<file path="config.mk">
export PLATFORM = sky130hd
export DESIGN_NAME = sequential_comparator
export DESIGN_NICKNAME = d
export VERILOG_FILES = /design/src/rtl/comparator_pkg.sv /design/src/rtl/cmp_digit_slice.sv /design/src/rtl/sequential_comparator.sv
export SDC_FILE = /design/constraint.sdc
export NUM_CORES = 1
export LEC_CHECK = 0
export ABC_AREA = 0
export CELL_PAD_IN_SITES_DETAIL_PLACEMENT = 1
export CELL_PAD_IN_SITES_GLOBAL_PLACEMENT = 2
export CORE_MARGIN = 8
export CORE_UTILIZATION = 35
export CTS_BUF_LIST = sky130_fd_sc_hd__clkbuf_8
export CTS_CLUSTER_SIZE = 28
export DETAILED_ROUTE_END_ITERATION = 12
export PLACE_DENSITY_LB_ADDON = 0.1
export SKIP_LAST_GASP = 1
export SYNTH_ARGS = -nofsm -noshare
export SYNTH_HDL_FRONTEND = slang
export SYNTH_SLANG_ARGS = --single-unit
export TNS_END_PERCENT = 10
</file>
<file path="constraint.sdc">
create_clock -name clk -period 3.1 [get_ports clk]
set_clock_uncertainty 0.2 [all_clocks]
set_input_delay 0.93 -clock clk [delete_from_list [all_inputs] [get_ports clk]]
set_output_delay 0.93 -clock clk [all_outputs]
set_load 0.1 [all_outputs]
</file>
<file path="src/rtl/comparator_pkg.sv">
// Shared definitions for the digit-serial magnitude comparator:
// operation codes, FSM state encoding and the op-to-result mapping.
package comparator_pkg;

    localparam logic [2:0] EQUAL         = 3'd0;
    localparam logic [2:0] NOT_EQUAL     = 3'd1;
    localparam logic [2:0] LESS          = 3'd2;
    localparam logic [2:0] LESS_EQUAL    = 3'd3;
    localparam logic [2:0] GREATER       = 3'd4;
    localparam logic [2:0] GREATER_EQUAL = 3'd5;

    typedef enum logic [1:0] {
        IDLE = 2'd0,
        SCAN = 2'd1,
        DONE = 2'd2
    } state_t;

    // Reserved codes deliberately yield 0.
    function automatic logic map_result(
        input logic [2:0] op,
        input logic       rel_eq,
        input logic       rel_lt,
        input logic       rel_gt
    );
        case (op)
            EQUAL:         return rel_eq;
            NOT_EQUAL:     return ~rel_eq;
            LESS:          return rel_lt;
            LESS_EQUAL:    return rel_lt | rel_eq;
            GREATER:       return rel_gt;
            GREATER_EQUAL: return rel_gt | rel_eq;
            default:       return 1'b0;
        endcase
    endfunction

endpackage

</file>
<file path="src/rtl/cmp_digit_slice.sv">
// Combinational compare of one DIGIT-bit slice pair.
module cmp_digit_slice #(
    parameter int DIGIT = 4
) (
    input  logic [DIGIT-1:0] x,
    input  logic [DIGIT-1:0] y,
    output logic             slice_eq,
    output logic             slice_lt
);

    assign slice_eq = (x == y);
    assign slice_lt = (x < y);

endmodule

</file>
<file path="src/rtl/sequential_comparator.sv">
// Digit-serial comparator: scans operands MSB slice first, one slice
// per cycle, and presents eq/lt/gt plus the selected relation.
module sequential_comparator
    import comparator_pkg::*;
#(
    parameter int WIDTH          = 16,
    parameter int DIGIT          = 4,
    parameter int SIGNED_COMPARE = 0
) (
    input  logic             clk,
    input  logic             rst_n,
    input  logic             in_valid,
    output logic             in_ready,
    input  logic [WIDTH-1:0] a,
    input  logic [WIDTH-1:0] b,
    input  logic [2:0]       op_sel,
    output logic             out_valid,
    input  logic             out_ready,
    output logic             result,
    output logic             eq,
    output logic             lt,
    output logic             gt
);

    localparam int STEPS = WIDTH / DIGIT;
    localparam int CW    = (STEPS > 1) ? $clog2(STEPS) : 1;
    localparam logic [CW-1:0] LAST = CW'(STEPS - 1);
    // Flipping the sign bit maps two's-complement order onto unsigned order.
    localparam logic [WIDTH-1:0] FLIP =
        (SIGNED_COMPARE != 0) ? (WIDTH'(1) << (WIDTH - 1)) : '0;

    if (DIGIT < 1 || (WIDTH % DIGIT) != 0) begin : g_bad_digit
        $error("sequential_comparator: DIGIT must be >= 1 and divide WIDTH");
    end

    state_t           state;
    state_t           state_next;
    logic [WIDTH-1:0] a_q;
    logic [WIDTH-1:0] b_q;
    logic [2:0]       op_q;
    logic [CW-1:0]    cnt;
    logic             decided;
    logic             run_lt;
    logic             slice_eq;
    logic             slice_lt;
    logic             cur_decided;
    logic             cur_lt;
    logic             last;
    logic             fin_eq;
    logic             fin_lt;
    logic             fin_gt;

    cmp_digit_slice #(.DIGIT(DIGIT)) u_slice (
        .x        (a_q[WIDTH-1 -: DIGIT]),
        .y        (b_q[WIDTH-1 -: DIGIT]),
        .slice_eq (slice_eq),
        .slice_lt (slice_lt)
    );

    always_comb begin
        cur_decided = decided | ~slice_eq;
        cur_lt      = decided ? run_lt : slice_lt;
        last        = (cnt == LAST);
        fin_eq      = ~cur_decided;
        fin_lt      = cur_decided & cur_lt;
        fin_gt      = cur_decided & ~cur_lt;
    end

    always_ff @(posedge clk) begin
        if (!rst_n) state <= IDLE;
        else        state <= state_next;
    end

    always_comb begin
        state_next = state;
        in_ready   = 1'b0;
        out_valid  = 1'b0;
        case (state)
            IDLE: begin
                in_ready = 1'b1;
                if (in_valid) state_next = SCAN;
            end
            SCAN: begin
                if (last) state_next = DONE;
            end
            DONE: begin
                out_valid = 1'b1;
                if (out_ready) state_next = IDLE;
            end
            default: state_next = IDLE;
        endcase
    end

    // Operand shift registers: the slice under test is always the top one.
    always_ff @(posedge clk) begin
        if (state == IDLE && in_valid) begin
            a_q     <= a ^ FLIP;
            b_q     <= b ^ FLIP;
            op_q    <= op_sel;
            cnt     <= '0;
            decided <= 1'b0;
            run_lt  <= 1'b0;
        end else if (state == SCAN) begin
            a_q     <= a_q << DIGIT;
            b_q     <= b_q << DIGIT;
            decided <= cur_decided;
            run_lt  <= cur_lt;
            if (!last) cnt <= cnt + 1'b1;
        end
    end

    always_ff @(posedge clk) begin
        if (!rst_n) begin
            result <= 1'b0;
            eq     <= 1'b0;
            lt     <= 1'b0;
            gt     <= 1'b0;
        end else if (state == SCAN && last) begin
            result <= map_result(op_q, fin_eq, fin_lt, fin_gt);
            eq     <= fin_eq;
            lt     <= fin_lt;
            gt     <= fin_gt;
        end else if (out_valid && out_ready) begin
            result <= 1'b0;
            eq     <= 1'b0;
            lt     <= 1'b0;
            gt     <= 1'b0;
        end
    end

endmodule

</file>
==> results.md <==
Floorplan:
- The total area inside the core boundary comes to 5570 um2.
- The die extent in x is 92.3 um.
- The die is 92.3 um tall.
- The number of placement rows is 27.
- The floorplan step defined a die boundary enclosing 8520 um2.
- For this design the top-level I/O count stands at 45.
- For this configuration, the core starts out at a cell density of 36.5%.

STA:
- Setup violations remaining at the end of the flow were counted as 0.
- The final period utilization is 85.7%.
- The max-slew violation total from the final report came to 0.
- The setup TNS after final layout is 0 ps.
- The number of endpoints with negative hold slack in the final report is 0.
- The minimum hold slack is 329 ps.
- Setup repair after global routing left no endpoint under its margin.
- The minimum period implied by the final worst setup slack is 2660 ps.
- The headroom to the max-slew limit is 58.9%.
- At the pin with the least slew margin, the transition time is 613 ps.
- The top achievable clock speed is 376 MHz.

Clock tree:
- In this run the number of H-tree levels came out at 2.
- After clock tree synthesis, the clock-pin slew on the worst setup and hold paths is 90 ps.
- The tree built by TritonCTS fans out to 45 sinks.
- Hold repair after CTS inserted 0 buffers.
- The clock network latency to the later pin of the worst-skew pair is 290 ps.
- TritonCTS built the clock tree.
- The maximum clock path buffer count is 2.
- After clock tree synthesis, the repair step resized 0 gates.
- In this run, CTS created clock tree buffers numbering 5.
- The CTS root buffer is clkbuf_8.
- The post-CTS setup repair buffer count is 0.

Synth:
- The commonest cells after synthesis are edfxtp_1, mux2_2, and3_1, dfxtp_1, mux2_1.
- Counting flops with a built-in enable in the synthesized netlist gives 35.
- The flip-flop cell with the highest count after synthesis is edfxtp_1.
- The count of state elements after synthesis is 45.
- In the post-synthesis netlist, the biggest area contributors are edfxtp_1, dfxtp_1, mux2_2.
- For this run, the number of Yosys warnings is 0.
- The post-synthesis instance area is 2040 um2.
- The average instance in the mapped netlist occupies 13.7 um2.
- The netlist uses 31 different library cells.
- The share of async-settable or async-resettable flops after synthesis is 0%.
- The area fraction of the dominant cell type after synthesis is 51.6%.
- The most frequently used cell type in the post-synthesis netlist is edfxtp_1.
- The largest total area in the synthesized netlist belongs to edfxtp_1.
- The number of nets in the synthesized netlist is 193.
- The cell count after synthesis came out at 149.
- The register area share after synthesis is 61.4%.

Routing:
- After detailed routing, the number of remaining DRC violations is 0.
- The initial DRC count is 37.
- Summing over every cut layer, the via total after detailed routing is 1325.
- Once detail routing completed, the nets flagged for antenna violations numbered 0.
- The overall routed net length is 4.51 mm.
- The first-pass iteration count of the detailed router is 4.
- The detailed-route vias per instance is 4.84.
- After detailed routing, the average wire length per cell comes to 16.5 um.

Placed design:
- The cell count after placement is 266.
- The HPWL reported at the end of detailed placement is 3.48 mm.
- The port buffer count is 44.
- At the end of routability-driven placement, the weighted congestion stood at 0.730.

Worst setup path:
- STA classifies the critical path endpoint as an output port.
- The largest fanout on the critical path is 11.
- The critical path start-end classification is reg2out.
- The required time of the worst setup path is 1970 ps.
- The arrival time reported for the critical path endpoint is 1530 ps.
- The kind of start point of the critical path is a flop.

Min path:
- The kind of path behind the tightest hold check is reg2reg.

Global route:
- The largest net degree at the start of global routing is 27.
- The initial antenna violation count is 0.
- Global routing used 11.2% of the available tracks.
- The via count of the first global-routing pass is 1582.
- The global-route wire length before repair is 7.58 mm.
- The total overflow left after global routing is 0.

Final layout:
- The final design utilization is 48.8%.
- The layout filler cell count is 593.
- The repair_antennas step left the layout with diodes totalling 0.
- The net count of the finished layout is 245.
- The finished layout holds 274 standard cells, fillers aside.
- Summing all flip-flop and latch instances after layout gives 1250 um2.
- In the final layout, the share of cells above drive strength 1 is 18.3%.
- The area growth from synthesis to layout is 33.4%.
- In the final layout, the multi-input gates occupy 731 um2.

Pwr:
- The worst-case IR drop observed on VDD is 0.000281 V.
- Power spread over the standard cell area amounts to 571 nW/um2.
- The cell leakage power is 1.05 nW.
- The internal power consumption is 1.16 mW.
- The sequential cell fraction of total power is 51.3%.
- The clock share of power is 27.9%.
- The switching part of the total power is 25.3%.
- The net switching power is 0.393 mW.
- In this run, the combinational gates consume 20.8% of the power.

Run status:
- The run finished with clean final reports.

Run:
- The tool flagged a number of max-cap violations equal to 0.
-- critical path: stages, from the launching register on --
cell and delay, ps:
dfxtp_1 440, nor2_1 530, buf_12 250
-- routing by layer --
metal | GRT usage, % | routed length (um) | up-vias | share of wire [%]
met5 | 0 | 0 | - | 0
met4 | 4.43 | 49 | 0 | 1.1
met3 | 2.99 | 130 | 4 | 2.9
met2 | 19.4 | 2280 | 29 | 51
met1 | 12.8 | 2050 | 633 | 45
li1 | - | - | 659 | -
-- area by class of cell --
type | count | area share, %
Sequential cell | 45 | 46.0
Multi-Input combinational cell | 94 | 26.9
Timing Repair Buffer | 49 | 18.9
Tap cell | 72 | 3.31
Clock buffer | 5 | 2.53
Clock inverter | 3 | 1.52
Inverter | 6 | 0.829
-- logic make-up (layout without fill, tap and decap cells) --
kind of cell               after synthesis  after routing  synth area share [%]
and+or+nand+nor                         42             42                  11.8
muxes                                   25             25                  13.8
adders and majority gates                5              5                  3.07
AOI/OAI and AO/OA                       22             22                  7.19
DFF                                     45             45                  61.4
buffers and inverters                   10             63                  2.70
-- cells in the final DEF (no fill, tap or decap), types with 2 or more instances in the layout --
cell type and instances:
buf_12 4, nor2_1 6, ha_1 5, nor2b_1 7, and3_1 10, buf_4 7, inv_1 5, o21ai_0 5
a21oi_1 5, nor3_1 3, edfxtp_1 35, nand2_1 8, a22o_1 3, mux2_2 16, clkdlybuf4s50_1 38, nand3b_1 2
mux2_1 9, dfxtp_1 10, a22oi_1 3, clkbuf_8 5
-- worst paths after layout --
path | to | slack [ps] | cells past startpoint | startpoint
hold reg to reg | run_lt | 330 | 2 | run_lt
setup / recovery | in_ready | 440 | 2 | state[1]
hold / removal | run_lt | 330 | 2 | run_lt
setup reg to reg | result | 1090 | 5 | a_q[15]
-- stage by stage --
stage               total power, mW  instance area (um2)  setup WS (ps)
global placement               1.11                 2610            335
global route                   1.63                 2720            352
CTS                            1.57                 2720            404
finish                         1.55                 2720            442
floorplan                      1.00                 2040           69.8
detailed placement             1.14                 2610            270
-- flip-flops by register name, indices dropped and copies added (netlist names) --
name,flops
op_q,3
result,1
state,2
run_lt,1
b_q,16
lt,1
a_q,16
gt,1
decided,1
cnt,2
eq,1
-- power groups by stage --
| stage | registers, mW | clock network (mW) | logic, mW |
|---|---|---|---|
| 3_5_place_dp | 0.811 | 0 | 0.327 |
| 2_1_floorplan | 0.808 | 0 | 0.193 |
| 4_1_cts | 0.797 | 0.447 | 0.328 |
| 3_3_place_gp | 0.805 | 0 | 0.308 |
| 6_report | 0.796 | 0.433 | 0.322 |
| 5_1_grt | 0.807 | 0.468 | 0.352 |
Note: power is estimated with default switching activity, not from simulation.
